## src/rtl/alu_pkg.sv

```systemverilog
// Shared ALU definitions: operation codes and sequencer state encoding.
package alu_pkg;

    localparam logic OP_ADD = 1'b0;
    localparam logic OP_SUB = 1'b1;

    typedef enum logic [1:0] {
        S_IDLE = 2'd0,
        S_RUN  = 2'd1,
        S_DONE = 2'd2
    } state_t;

endpackage

```

## src/rtl/addsub_digit.sv

```systemverilog
// Combinational DIGIT-wide add/subtract slice; subtract inverts b_d and relies on cin=1 at the LSB digit.
module addsub_digit #(
    parameter int unsigned DIGIT = 1
) (
    input  logic [DIGIT-1:0] a_d,
    input  logic [DIGIT-1:0] b_d,
    input  logic             op,
    input  logic             cin,
    output logic [DIGIT-1:0] s_d,
    output logic             cout
);

    logic [DIGIT:0] w_sum;

    assign w_sum = {1'b0, a_d} + {1'b0, b_d ^ {DIGIT{op}}} + (DIGIT+1)'(cin);
    assign s_d   = w_sum[DIGIT-1:0];
    assign cout  = w_sum[DIGIT];

endmodule

```

## src/rtl/addsub_seq.sv

```systemverilog
// Digit-serial two's-complement add/subtract unit with start/ready/done handshake and status flags.
module addsub_seq
    import alu_pkg::*;
#(
    parameter int unsigned WIDTH = 8,
    parameter int unsigned DIGIT = 1
) (
    input  logic             clk,
    input  logic             rst,
    input  logic             start,
    input  logic             op,
    input  logic [WIDTH-1:0] a,
    input  logic [WIDTH-1:0] b,
    output logic             ready,
    output logic             done,
    output logic [WIDTH-1:0] y,
    output logic             borrow,
    output logic             ovf,
    output logic             zero,
    output logic             neg
);

    localparam int unsigned NDIG  = WIDTH / DIGIT;
    localparam int unsigned CNT_W = (NDIG > 1) ? $clog2(NDIG) : 1;

    state_t             r_state;
    state_t             w_next_state;
    logic [WIDTH-1:0]   r_a_sh;
    logic [WIDTH-1:0]   r_b_sh;
    logic [WIDTH-1:0]   r_res;
    logic               r_op;
    logic               r_c;
    logic [CNT_W-1:0]   r_cnt;
    logic               r_a_msb;
    logic               r_b_msb;
    logic [WIDTH-1:0]   r_y;
    logic               r_borrow;
    logic               r_ovf;
    logic               r_zero;
    logic               r_neg;
    logic               r_ready;
    logic               r_done;

    logic [DIGIT-1:0]   w_s_d;
    logic               w_cout;
    logic [WIDTH-1:0]   w_res_next;
    logic               w_accept;
    logic               w_last;

    assign w_accept = start && (r_state == S_IDLE);
    assign w_last   = (r_cnt == CNT_W'(NDIG - 1));

    addsub_digit #(.DIGIT(DIGIT)) u_digit (
        .a_d  (r_a_sh[DIGIT-1:0]),
        .b_d  (r_b_sh[DIGIT-1:0]),
        .op   (r_op),
        .cin  (r_c),
        .s_d  (w_s_d),
        .cout (w_cout)
    );

    // New digit enters the result register from the MSB end
    generate
        if (DIGIT == WIDTH) begin : g_single
            assign w_res_next = w_s_d;
        end else begin : g_multi
            assign w_res_next = {w_s_d, r_res[WIDTH-1:DIGIT]};
        end
    endgenerate

    always_ff @(posedge clk) begin
        if (rst) begin
            r_state <= S_IDLE;
            r_ready <= 1'b1;
            r_done  <= 1'b0;
        end else begin
            r_state <= w_next_state;
            r_ready <= (w_next_state == S_IDLE);
            r_done  <= (w_next_state == S_DONE);
        end
    end

    always_comb begin
        w_next_state = r_state;
        case (r_state)
            S_IDLE:  if (start)  w_next_state = S_RUN;
            S_RUN:   if (w_last) w_next_state = S_DONE;
            S_DONE:  w_next_state = S_IDLE;
            default: w_next_state = S_IDLE;
        endcase
    end

    // Operand/result shift registers and flag capture on the final digit
    always_ff @(posedge clk) begin
        if (rst) begin
            r_a_sh   <= '0;
            r_b_sh   <= '0;
            r_res    <= '0;
            r_op     <= OP_ADD;
            r_c      <= 1'b0;
            r_cnt    <= '0;
            r_a_msb  <= 1'b0;
            r_b_msb  <= 1'b0;
            r_y      <= '0;
            r_borrow <= 1'b0;
            r_ovf    <= 1'b0;
            r_zero   <= 1'b0;
            r_neg    <= 1'b0;
        end else if (w_accept) begin
            r_a_sh  <= a;
            r_b_sh  <= b;
            r_op    <= op;
            r_c     <= op;
            r_cnt   <= '0;
            r_a_msb <= a[WIDTH-1];
            r_b_msb <= b[WIDTH-1];
        end else if (r_state == S_RUN) begin
            r_a_sh <= r_a_sh >> DIGIT;
            r_b_sh <= r_b_sh >> DIGIT;
            r_res  <= w_res_next;
            r_c    <= w_cout;
            r_cnt  <= r_cnt + CNT_W'(1);
            if (w_last) begin
                r_y      <= w_res_next;
                r_borrow <= w_cout ^ r_op;
                r_ovf    <= (r_a_msb == (r_b_msb ^ r_op)) && (w_res_next[WIDTH-1] != r_a_msb);
                r_zero   <= (w_res_next == '0);
                r_neg    <= w_res_next[WIDTH-1];
            end
        end
    end

    assign ready  = r_ready;
    assign done   = r_done;
    assign y      = r_y;
    assign borrow = r_borrow;
    assign ovf    = r_ovf;
    assign zero   = r_zero;
    assign neg    = r_neg;

endmodule

```

## config.mk

```make
export PLATFORM = sky130hd
export DESIGN_NAME = addsub_seq
export DESIGN_NICKNAME = d
export VERILOG_FILES = /design/src/rtl/alu_pkg.sv /design/src/rtl/addsub_digit.sv /design/src/rtl/addsub_seq.sv
export SDC_FILE = /design/constraint.sdc
export NUM_CORES = 1
export LEC_CHECK = 0
export ABC_AREA = 1
export CORE_UTILIZATION = 30
export CTS_BUF_LIST = sky130_fd_sc_hd__clkbuf_4
export DETAILED_ROUTE_END_ITERATION = 7
export GPL_TIMING_DRIVEN = 0
export PLACE_DENSITY = 0.55
export SLEW_MARGIN = 20
export SYNTH_ARGS = -nofsm -noshare
export SYNTH_HDL_FRONTEND = slang
export SYNTH_SLANG_ARGS = --single-unit
```

## constraint.sdc

```tcl
create_clock -name clk -period 1.3 [get_ports clk]
set_input_delay 0.195 -clock clk [delete_from_list [all_inputs] [get_ports clk]]
set_output_delay 0.195 -clock clk [all_outputs]
set_load 0.02 [all_outputs]
```

==> flow_metrics.env <==
export IMPL_synthXorXnorAreaFrac_pct=1.31
export IMPL_hold_depth=3
export IMPL_fin_skew_ps=10.6
export IMPL_overflow=0
export IMPL_netSwitchingPower_w=0.000759
export IMPL_tightest_slew_ps=556
export IMPL_gp_congestion=0.716
export IMPL_min_period_over_period_pct=116
export IMPL_endpoint_kind="flop"
export IMPL_drtPass1Iterations=6
export IMPL_maxCapViolCount=0
export IMPL_die_area_um2=7030
export IMPL_final_common_cell="nand2_1"
export IMPL_power_total_w=0.00273
export IMPL_layout_cell_area_non_filler_um2=2610
export IMPL_std_cell_rows=29
export IMPL_cts_sinks=45
export IMPL_cts_buffers=5
export IMPL_avgRoutedWirePerCell_um=11.6
export IMPL_reg2reg_slack_ps=-210
export IMPL_synth_top_family_by_area="simple AND/OR/NAND/NOR gates"
export IMPL_cts_root_buf="clkbuf_4"
export IMPL_switching_share_pct=27.8
export IMPL_yosysUniqueCellTypes=29
export IMPL_violations="DRC, setup timing"
export IMPL_clk_latency_ps=350
export IMPL_powerDensity_nw_per_um2=1050
export IMPL_ys_seq_elements=45
export IMPL_diodes=0
export IMPL_hpwl_um=3100
export IMPL_yosysTopAreaCell="dfxtp_1"
export IMPL_core_area_um2=6420
export IMPL_grt_pass1_vias=1582
export IMPL_netlist_instances=267
export IMPL_post_synth_and_or_nand_nor_area_fraction_pct=31.6
export IMPL_tritoncts="done"
export IMPL_holdCritStartpoint="op"
export IMPL_cp_max_fo=3
export IMPL_hold_ws_ps=422
export IMPL_hold_end="r_op"
export IMPL_placed_area_um2=2440
export IMPL_synth_warning_count=0
export IMPL_synth_fa_ha_area_share_pct=2.24
export IMPL_hp_class="primary input to flop"
export IMPL_r2r_start="r_op"
export IMPL_r2r_end="ovf"
export IMPL_place_ws_ps=-276
export IMPL_leakagePower_nw=1.25
export IMPL_hold_violations=0
export IMPL_drtIter0Drc=48
export IMPL_report_final_slew_viol_count=0
export IMPL_synth_area_mux_share_pct=0
export IMPL_fill_cells=680
export IMPL_internal_power_w=0.00197
export IMPL_ys_seq_area_share_pct=44.8
export IMPL_reg2regPathDepth=7
export IMPL_routed_wl_um=4530
export IMPL_ant_nets=0
export IMPL_crit_arrival_ps=1730
export IMPL_syn_to_final_growth_pct=30.0
export IMPL_yosys_area_top_type_share_pct=44.8
export IMPL_clk_pin_slew_ps=120
export IMPL_die_w_um=83.8
export IMPL_grt_max_degree=13
export IMPL_synth_compound_area_share_pct=8.47
export IMPL_htreeDepth=2
export IMPL_synth_fp_nets=290
export IMPL_clockBufferDepth=2
export IMPL_combPwrFrac_pct=18.9
export IMPL_relSlewSlack_pct=62.9
export IMPL_dieHeight_um=83.8
export IMPL_grt_pass1_wl_um=7580
export IMPL_syn_cell_area_um2=2010
export IMPL_ir_drop_v=0.000348
export IMPL_grtUsageTotal_pct=13.7
export IMPL_layout_nets=335
export IMPL_synth_area_leaders="dfxtp_1, nand2_1, nor2_1"
export IMPL_fin_crit_ps=1510
export IMPL_initial_utilization_pct=31.3
export IMPL_io_buffers=33
export IMPL_antenna_found_initial=0
export IMPL_layout_setup_ws_ps=-206
export IMPL_setup_violations=5
export IMPL_layout_drive_gt1_share_pct=21.4
export IMPL_crit_required_ps=1530
export IMPL_finalSetupTns_ps=-505
export IMPL_via_per_inst=4.46
export IMPL_io_pins=34
export IMPL_power_frac_seq_pct=55.1
export IMPL_status="finished, violations left"
export IMPL_drc_errors=1
export IMPL_path_class="flop to flop"
export IMPL_vias=1739
export IMPL_p_clk_share_pct=26.0
export IMPL_cp_start_kind="flop"
export IMPL_postCtsHoldBufs=0
export IMPL_fmax_ghz=0.664
export IMPL_layout_common_cells="nand2_1, nor2_1, dfxtp_1"
export IMPL_synth_avg_cell_area_um2=7.53
export IMPL_rsz0062_at_grt="yes"
-- critical path: stages (launching register included) --
cell and delay (ps):
dfxtp_4 370, xnor2_2 130, fa_2 570, inv_2 60, nand2_1 60, nand3_1 60
nand3_1 70, a21oi_1 60
-- synth_stat cells --
cell / instances
nand2_2: 8
nor2_1: 47
fa_1: 1
inv_2: 2
xor2_1: 1
o22ai_1: 1
o21ai_1: 4
nand2_4: 1
nand4_1: 1
buf_4: 2
buf_2: 1
clkbuf_1: 3
inv_1: 27
nand3_2: 7
a211oi_1: 2
buf_6: 5
buf_12: 1
nor2_2: 2
inv_6: 1
a21oi_1: 12
nand3_1: 16
o21ai_0: 12
ha_1: 2
o21ai_2: 1
nor2_4: 1
dfxtp_1: 45
nand2_1: 58
xnor2_1: 2
inv_4: 1
-- kinds of logic (layout without fill, tap and decap cells) --
logic type	after synthesis	in the layout
XOR/XNOR	3	3
AO/OA/AOI/OAI	32	32
AND/OR/NAND/NOR	141	141
buffers and inverters	43	89
adder cells (fa/ha/maj)	3	3
flip-flops	45	45
-- through the flow --
| step | std cells | util, % |
|---|---|---|
| global route | 390 | 40.7 |
| detailed placement | 377 | 38.0 |
| finish | 390 | 40.7 |
| floorplan | 267 | - |
| global placement | 377 | 38.0 |
| CTS | 387 | 39.2 |
-- area by class of cell --
| class | count | area, um^2 | share of cell area, % |
|---|---|---|---|
| flip-flops and latches | 45 | 910 | 34.8 |
| plain buffers | 12 | 113 | 4.31 |
| repair buffers | 38 | 357 | 13.6 |
| multi-input cells | 179 | 951 | 36.4 |
| well taps | 77 | 96.3 | 3.69 |
| inverters | 31 | 126 | 4.84 |
| clock buffers | 8 | 60.1 | 2.30 |
-- sequential cells by signal, indices dropped and copies added (netlist names), 2 cells and up --
signal and cells:
r_b_sh 8, r_a_sh 8, r_res 7, r_cnt 3
r_state 2, y 8
-- layer usage --
layer  up-vias  track usage (%)  routed length (um)  part of all wire (%)
li1        922                -                   -                     -
met1       785             19.2                2370                    52
met2        27             20.8                1950                    43
met3         5             3.07                 141                   3.1
met4         0             4.70                  71                   1.6
met5         -                0                   0                     0
-- power groups by stage --
stage / logic (W) / registers [W] / clock network [W]
after detailed placement: 0.000471 / 0.00153 / 0
after CTS: 0.000508 / 0.00150 / 0.000744
final: 0.000516 / 0.00151 / 0.000712
after floorplan: 0.000324 / 0.00152 / 0
after global placement: 0.000467 / 0.00153 / 0
after global routing: 0.000578 / 0.00152 / 0.000798
-- worst max path at each step --
stage | from | slack [ps] | endpoint
2_1_floorplan | r_op | -90 | ovf
3_3_place_gp | start | -290 | r_b_sh[2]
3_5_place_dp | start | -280 | r_b_sh[6]
4_1_cts | r_op | -250 | ovf
5_1_grt | r_op | -270 | zero
6_report | r_op | -210 | ovf
-- repair_timing --
item,CTS,global route
setup buffers,2,2
pin swaps,5,13
setup endpoints to repair,23,22
cloned,0,1
gates resized for setup,24,26
hold endpoints to repair,0,0
No activity file was read; power rests on OpenSTA's default activity.
